## config.mk

```make
export PLATFORM = sky130hd
export DESIGN_NAME = instr_fetch_unit
export DESIGN_NICKNAME = d
export VERILOG_FILES = /design/src/rtl/instr_fetch_unit_pkg.sv /design/src/rtl/instr_fetch_unit_split.sv /design/src/rtl/instr_fetch_unit.sv
export SDC_FILE = /design/constraint.sdc
export NUM_CORES = 1
export LEC_CHECK = 0
export ABC_AREA = 1
export CORE_MARGIN = 3
export CORE_UTILIZATION = 35
export CTS_BUF_LIST = sky130_fd_sc_hd__clkbuf_4 sky130_fd_sc_hd__clkbuf_8 sky130_fd_sc_hd__clkbuf_16
export DETAILED_ROUTE_END_ITERATION = 10
export HOLD_SLACK_MARGIN = 0.05
export SYNTH_ARGS = -nofsm -noshare
export SYNTH_HDL_FRONTEND = slang
export SYNTH_SLANG_ARGS = --single-unit
```

## constraint.sdc

```tcl
create_clock -name clk -period 5 [get_ports clk]
set_input_delay 0.5 -clock clk [delete_from_list [all_inputs] [get_ports clk]]
set_output_delay 0.5 -clock clk [all_outputs]
set_load 0.02 [all_outputs]
```

## src/rtl/instr_fetch_unit_pkg.sv

```systemverilog
// Shared fetch-stage types: FSM encoding, instruction field positions
// and the default sequential PC increment.
package instr_fetch_unit_pkg;

  typedef enum logic [1:0] {
    S_REQ   = 2'd0,
    S_HOLD  = 2'd1,
    S_FLUSH = 2'd2
  } fetch_state_e;

  localparam int PC_STEP_DEF = 4;

  localparam int OPC_LSB = 26;
  localparam int RS_LSB  = 21;
  localparam int RT_LSB  = 16;
  localparam int RD_LSB  = 11;
  localparam int SH_LSB  = 6;
  localparam int FN_LSB  = 0;

  localparam int OPC_W = 6;
  localparam int REG_W = 5;
  localparam int FN_W  = 6;
  localparam int IMM_W = 16;
  localparam int JA_W  = 26;

endpackage

```

## src/rtl/instr_fetch_unit_split.sv

```systemverilog
// Pure combinational slicer of an instruction word into its fields.
// Shared between fetch and decode.
module instr_field_split
  import instr_fetch_unit_pkg::*;
(
  input  logic [31:0]      ir,
  output logic [OPC_W-1:0] opcode,
  output logic [REG_W-1:0] rs,
  output logic [REG_W-1:0] rt,
  output logic [REG_W-1:0] rd,
  output logic [REG_W-1:0] shamt,
  output logic [FN_W-1:0]  funct,
  output logic [IMM_W-1:0] imm16,
  output logic [JA_W-1:0]  jaddr
);

  assign opcode = ir[OPC_LSB +: OPC_W];
  assign rs     = ir[RS_LSB  +: REG_W];
  assign rt     = ir[RT_LSB  +: REG_W];
  assign rd     = ir[RD_LSB  +: REG_W];
  assign shamt  = ir[SH_LSB  +: REG_W];
  assign funct  = ir[FN_LSB  +: FN_W];
  assign imm16  = ir[0 +: IMM_W];
  assign jaddr  = ir[0 +: JA_W];

endmodule

```

## src/rtl/instr_fetch_unit.sv

```systemverilog
// Fetch stage: PC, word request to imem, instruction register and
// field outputs, with branch redirect even while a fetch is in flight.
module instr_fetch_unit
  import instr_fetch_unit_pkg::*;
#(
  parameter logic [31:0] RESET_PC = 32'h0000_0000,
  parameter int          PC_STEP  = PC_STEP_DEF
) (
  input  logic        clk,
  input  logic        reset,
  output logic        mem_req,
  output logic [31:0] mem_addr,
  input  logic        mem_ack,
  input  logic [31:0] mem_rdata,
  output logic        ir_valid,
  input  logic        ir_accept,
  input  logic        stall,
  input  logic        pc_load,
  input  logic [31:0] pc_target,
  output logic [31:0] ir,
  output logic [31:0] ir_pc,
  output logic [31:0] ir_pc_plus4,
  output logic [5:0]  opcode,
  output logic [4:0]  rs,
  output logic [4:0]  rt,
  output logic [4:0]  rd,
  output logic [4:0]  shamt,
  output logic [5:0]  funct,
  output logic [15:0] imm16,
  output logic [25:0] jaddr
);

  localparam logic [31:0] STEP = 32'(PC_STEP);
  localparam logic [31:0] PC0  = RESET_PC & ~32'h3;

  fetch_state_e state, state_nx;

  logic [31:0] pc;
  logic [31:0] pc_redirect;
  logic [31:0] tgt;
  logic        take;

  assign tgt  = pc_target & ~32'h3;
  assign take = ir_valid & ir_accept & ~stall;

  always_ff @(posedge clk) begin
    if (reset) state <= S_REQ;
    else       state <= state_nx;
  end

  always_comb begin
    state_nx = state;
    unique case (state)
      S_REQ: begin
        if (pc_load & ~mem_ack)      state_nx = S_FLUSH;
        else if (mem_ack & ~pc_load) state_nx = S_HOLD;
      end
      S_HOLD: begin
        if (pc_load | take) state_nx = S_REQ;
      end
      S_FLUSH: begin
        if (mem_ack) state_nx = S_REQ;
      end
      default: state_nx = S_REQ;
    endcase
  end

  // The request is dropped during reset so an in-flight fetch is abandoned.
  always_comb begin
    mem_req  = 1'b0;
    mem_addr = pc;
    unique case (state)
      S_REQ:   mem_req = ~reset;
      S_FLUSH: mem_req = ~reset;
      default: mem_req = 1'b0;
    endcase
  end

  always_ff @(posedge clk) begin
    if (reset) begin
      pc          <= PC0;
      pc_redirect <= PC0;
      ir          <= '0;
      ir_pc       <= '0;
      ir_valid    <= 1'b0;
    end else begin
      unique case (state)
        S_REQ: begin
          if (pc_load & mem_ack) begin
            pc <= tgt;
          end else if (pc_load) begin
            pc_redirect <= tgt;
          end else if (mem_ack) begin
            ir       <= mem_rdata;
            ir_pc    <= pc;
            pc       <= pc + STEP;
            ir_valid <= 1'b1;
          end
        end
        S_HOLD: begin
          if (pc_load) begin
            pc       <= tgt;
            ir_valid <= 1'b0;
          end else if (take) begin
            ir_valid <= 1'b0;
          end
        end
        S_FLUSH: begin
          // A redirect arriving with the ack beats the stored one.
          if (mem_ack) pc <= pc_load ? tgt : pc_redirect;
          else if (pc_load) pc_redirect <= tgt;
        end
        default: ;
      endcase
    end
  end

  assign ir_pc_plus4 = ir_pc + STEP;

  instr_field_split u_split (
    .ir     (ir),
    .opcode (opcode),
    .rs     (rs),
    .rt     (rt),
    .rd     (rd),
    .shamt  (shamt),
    .funct  (funct),
    .imm16  (imm16),
    .jaddr  (jaddr)
  );

endmodule

```

==> results of run 1 <==
==> final timing paths <==
check	start	endpoint	slack [ns]	depth (start not counted)
max reg2reg	state[0]	mem_addr[9]	2.35	9
min	pc_redirect[5]	pc_redirect[5]	0.45	2
max	ir_pc[4]	ir_pc_plus4[31]	1.69	11
min reg2reg	pc_redirect[5]	pc_redirect[5]	0.45	2
==> cells by family after synthesis <==
kind of cell | count (synthesis) | synth area share
adders and majority gates | 8 | 0.0129
and+or+nand+nor | 357 | 0.194
buffers and inverters | 281 | 0.176
DFF | 131 | 0.338
AOI/OAI and AO/OA | 362 | 0.241
xor gates and xnor gates | 34 | 0.0384
==> layout make-up <==
cell class / instances / area, um^2
multi-input cells: 761 / 3800
flip-flops and latches: 131 / 2620
clock buffers: 23 / 495
repair buffers: 282 / 2800
well taps: 275 / 344
clock inverters: 7 / 76.3
inverters: 145 / 544
fillers: 2167 / 10700
==> sequential cells by signal, summed over array words and instances (netlist names) <==
name and cells:
ir 32, ir_pc 32, mem_addr 32, pc_redirect 32, state 2, ir_valid 1
==> power by group through the flow <==
stage                     Sequential, mW  Combinational, mW  Clock (mW)
after detailed placement            1.62               2.33           0
after global placement              1.61               2.29           0
after global routing                1.64               2.59        1.28
after floorplan                     1.69               1.41           0
final                               1.60               2.33        1.21
after CTS                           1.60               2.34        1.23
==> placed cells by master (no fill, tap or decap), types with 2 or more instances in the layout <==
cell / count
a21oi_1: 145
a22oi_1: 6
a31oi_1: 6
and3_1: 2
buf_4: 11
clkbuf_16: 17
clkbuf_4: 2
clkbuf_8: 4
clkdlybuf4s50_1: 271
clkinvlp_4: 5
dfxtp_1: 131
ha_1: 8
inv_1: 141
inv_2: 3
nand2_1: 175
nand2_2: 2
nand3_1: 47
nand4_1: 10
nor2_1: 95
nor2_2: 6
nor3_1: 9
nor3_4: 2
nor4_1: 3
o21ai_0: 151
o21ai_1: 27
o22ai_1: 23
xnor2_1: 6
xor2_1: 28
==> worst reg2reg max path, stage by stage, from the launching register on <==
cell and delay (ns):
dfxtp_1 0.39, inv_1 0.10, ha_1 0.28, buf_4 0.36
o21ai_1 0.18, nor3_4 0.19, buf_4 0.39, inv_2 0.35
nor2_1 0.20, a21oi_1 0.08
==> per-layer routing <==
metal	part of all wire	up-vias
met1	0.44	3584
li1	-	4131
met5	0	-
met2	0.48	264
met3	0.062	21
met4	0.013	0
==> through the flow <==
step	total power, mW	hold slack (ns)
after global routing	5.51	0.465
after detailed placement	3.94	0.442
final	5.14	0.450
after global placement	3.91	0.434
after floorplan	3.10	0.424
after CTS	5.17	0.450
==> results.cfg, run 1 <==
[power_and_ir_drop]
switching_share = 0.424
p_int_mw = 2.96
leakage_nw = 3.99
powerDensity_mw_per_mm2 = 481
p_seq_frac = 0.312
ir_worst_vdd_mv = 0.232
combPwrFrac = 0.453
p_sw_mw = 2.18
p_clk_frac = 0.235

[clock_network]
cts-root-buf = clkbuf_16
clk_pin_slew_ns = 0.06
cts_max_level = 4
cts_setup_buffers = 0
cts_hold_buf = 0
clock_sinks = 131
cts_resized = 0
clk_latency_ns = 0.42
cts_tree = done
clockBufferDepth = 2
numCtsBuffers = 17

[outcome]
status = complete, no violations

[setup_path]
max_stage_delay_ns = 0.64
critical_path.cell_chain = nand3_1, inv_1, nand2_1, nor2_2, nand2_2, nor2_2, nand2_1, nor2_1, nand2_1, nand2_1, clkdlybuf4s50_1
path_delay_family = simple AND/OR/NAND/NOR gates
cp.required_ns = 4.50
path_buf_inv = 2
worst_path_most_repeated_cell = nand2_1
startpoint_type = flip-flop
endpoint_kind = output port
critPathKind = flip-flop to output port
worstPathArrival_ns = 2.81
path_max_fanout = 5
crit_slowest_cell = clkdlybuf4s50_1

[placed_design]
hpwl_um = 19800
gp_congestion = 0.842
port_buffers = 271
numPlacedInstances = 1594
place_area_mm2 = 0.0101
place_ws_ns = 1.56

[global_route]
antenna_found_initial = 0
use_met3 = 0.0401
met2_usage = 0.367
overflow = 0
grt_max_degree = 74
grt_pass1_vias = 7475
top_usage_layer = met2
track_usage = 0.214
grt_first_pass_wirelength_um = 41300
grt_use_met1 = 0.279

[sta]
relSlewSlack = 0.385
rsz0062_at_grt = false
clock-skew-final_ns = 0.00716
fin_crit_ns = 3.31
slew_viol_final = 0
fmax_mhz = 302
finalSetupTns_ns = 0
setup_slack_ns = 1.69
hold_viol = 0
worst_pin_slew_ns = 0.921
setup_violations = 0
finalCritPeriodShare = 0.663

[logic_synthesis]
syn_inst = 1173
syn_avg_cell_area_um2 = 6.62
synth.top_cell.area_share = 0.338
synth_edf_count = 0
synth-async-reset-ratio = 0
synth.distinct_cells = 37
synth_area_leaders = dfxtp_1 34%, o21ai_0 9.7%, a21oi_1 9.3%
ys_ff_latch = 131
syn_nets = 1251
synth_top_area_cell = dfxtp_1
post-synth-top-count-cell = nand2_1
yosysSeqAreaShare = 0.338
netlist_area_mm2 = 0.00776
ys_dominant_reg_cell = dfxtp_1
yosysWarnings = 0
yosys-top-cells-count = 175 x nand2_1, 151 x o21ai_0, 145 x a21oi_1, 142 x inv_1, 131 x dfxtp_1

[routing]
first_pass_iters = 5
ant_nets = 0
drc_errors = 0
vias = 8000
routed_wl_um = 26500
drtIter0Drc = 472
wl_per_cell_um = 16.3
viasPerCell = 4.93

[cells_and_area]
nets = 1416
final_cells = 1624
final_area_mm2 = 0.0107
diodes = 0
layout-drive-gt1-share = 0.0423
final_core_util = 0.498
area_growth_pct = 37.5

[run]
cap_violations = 0

[hold_path]
min_path_type = flip-flop to flip-flop

[floorplan]
dieArea_mm2 = 0.0240
fp.coreArea_mm2 = 0.0214
pin_count = 274
die_h_um = 155
rows = 53
initial_core_util = 0.363
die_x_um = 155
Note: power is estimated with default switching activity, not from simulation.
==> inputs of run 2 (changes only) <==
- clock period: 5 -> 3.3 ns (I/O delays scaled with it)
==> run 2 against run 1 <==
  * Global-route usage about the same
  * Total power grew 57%
  * Clock power grew 69%
  * Sequential power up 51%
  * Count of clock-buffer cells in the layout fell by 3
  * Highest routed layer unchanged
  * Die area unchanged
  * Via count up 0.75%
==> results.cfg, run 2 (same netlist as run 1, synthesis figures left out) <==
[outcome]
status = complete, no violations

[placed_design]
hpwl_um = 20000
place_area_mm2 = 0.0102
numPlacedInstances = 1597
gp_congestion = 0.856
port_buffers = 271

[cells_and_area]
fillers = 2137
nets = 1419
layout-drive-gt1-share = 0.0466
final_area_mm2 = 0.0108
area_growth_pct = 39.3
final_core_util = 0.505
mostFrequentLayoutCell = clkdlybuf4s50_1
final_cells = 1628
diodes = 0
final_cell_mix = 270 x clkdlybuf4s50_1, 175 x nand2_1, 151 x o21ai_0, 145 x a21oi_1, 141 x inv_1

[power_and_ir_drop]
p_clk_frac = 0.254
powerDensity_mw_per_mm2 = 745
p_sw_mw = 3.34
power.total_mw = 8.06
p_seq_frac = 0.299
leakage_nw = 4.08
ir_worst_vdd_mv = 0.362
switching_share = 0.415
p_int_mw = 4.71
combPwrFrac = 0.447

[sta]
finalCritPeriodShare = 0.932
worst_pin_slew_ns = 0.593
hold_viol = 0
setup_violations = 0
finalSetupTns_ns = 0
fin_crit_ns = 3.08
clock-skew-final_ns = 0.0115
fmax_mhz = 325
relSlewSlack = 0.604
rsz0062_at_grt = false
slew_viol_final = 0

[routing]
ant_nets = 0
routed_wl_um = 26400
drc_errors = 0
vias = 8060
drtIter0Drc = 442
first_pass_iters = 5
viasPerCell = 4.95
wl_per_cell_um = 16.2

[clock_network]
cts_tree = done
clk_pin_slew_ns = 0.06
cts_max_level = 4
cts_hold_buf = 0
cts_setup_buffers = 0
clock_sinks = 131
numCtsBuffers = 17
clk_latency_ns = 0.42
cts-root-buf = clkbuf_16
cts_resized = 0
clockBufferDepth = 2

[setup_path]
worstPathArrival_ns = 2.75
crit_slowest_cell = clkdlybuf4s50_1
crit_start = ir_pc[3]
max_stage_delay_ns = 0.66
cp.required_ns = 2.97
path_buf_inv = 2
endpoint_kind = output port
critical_path.cell_chain = ha_1, nand3_1, inv_1, nand2_1, nor2_1, nand4_1, xor2_1, clkdlybuf4s50_1
r2r-start = state[0]
startpoint_type = flip-flop
critPathKind = flip-flop to output port
path_max_fanout = 4
path_delay_family = simple AND/OR/NAND/NOR gates

[global_route]
overflow = 0
grt_pass1_vias = 7337
antenna_found_initial = 0
track_usage = 0.214
grt_first_pass_wirelength_um = 41100
grt_max_degree = 82

[floorplan]
fp.coreArea_mm2 = 0.0214
die_x_um = 155
rows = 53
die_h_um = 155
dieArea_mm2 = 0.0240
pin_count = 274
initial_core_util = 0.363

[run]
cap_violations = 0

[hold_path]
hp-start = pc_redirect[13]
min_path_type = flip-flop to flip-flop
run 2: cell types whose count changed in the layout (fill, tap and decap cells not counted), sizes merged, moves of 2 or more:
cell,before,now
buf,11,14
bufinv,1,4
clkbuf,23,20
clkinv,2,4
clkinvlp,5,3
run 2: tightest hold or removal path, delay by kind of cell (launching register included):
family	cells	cell delay (ns)
buffers and inverters	1	0.05
DFF	1	0.30
AOI/OAI and AO/OA	1	0.05
run 2: final timing paths:
path                      to  slack [ns]  depth (start not counted)
max reg2reg      mem_addr[5]        1.09                          8
max          ir_pc_plus4[24]        0.22                          8
min          pc_redirect[13]        0.44                          2
min reg2reg  pc_redirect[13]        0.44                          2
run 2: through the flow:
| step | hold WS [ns] | worst slack, ns |
|---|---|---|
| 2_1_floorplan | 0.399 | 1.20 |
| 3_3_place_gp | 0.432 | 0.650 |
| 3_5_place_dp | 0.441 | 0.601 |
| 4_1_cts | 0.450 | 0.138 |
| 5_1_grt | 0.464 | 0.0465 |
| 6_report | 0.444 | 0.225 |
run 2: per-layer routing:
layer	up-vias	share of wire	track usage
met5	-	0	0
met3	24	0.066	0.0409
li1	4114	-	-
met1	3623	0.44	0.277
met2	299	0.48	0.365
met4	0	0.015	0.0572
run 2: cell type report:
cell class              instances  area, um^2  area share
flip-flops and latches        131        2620       0.243
well taps                     275         344      0.0318
inverters                     145         544      0.0503
clock inverters                11         178      0.0164
multi-input cells             761        3810       0.352
clock buffers                  20         460      0.0426
repair buffers                285        2860       0.264
run 2: power groups by stage:
| stage | combinational, mW | clock (mW) | sequential [mW] |
|---|---|---|---|
| floorplan | 2.13 | 0 | 2.56 |
| global placement | 3.56 | 0 | 2.43 |
| detailed placement | 3.60 | 0 | 2.44 |
| CTS | 3.62 | 2.09 | 2.41 |
| global route | 3.94 | 2.15 | 2.47 |
| finish | 3.60 | 2.04 | 2.41 |
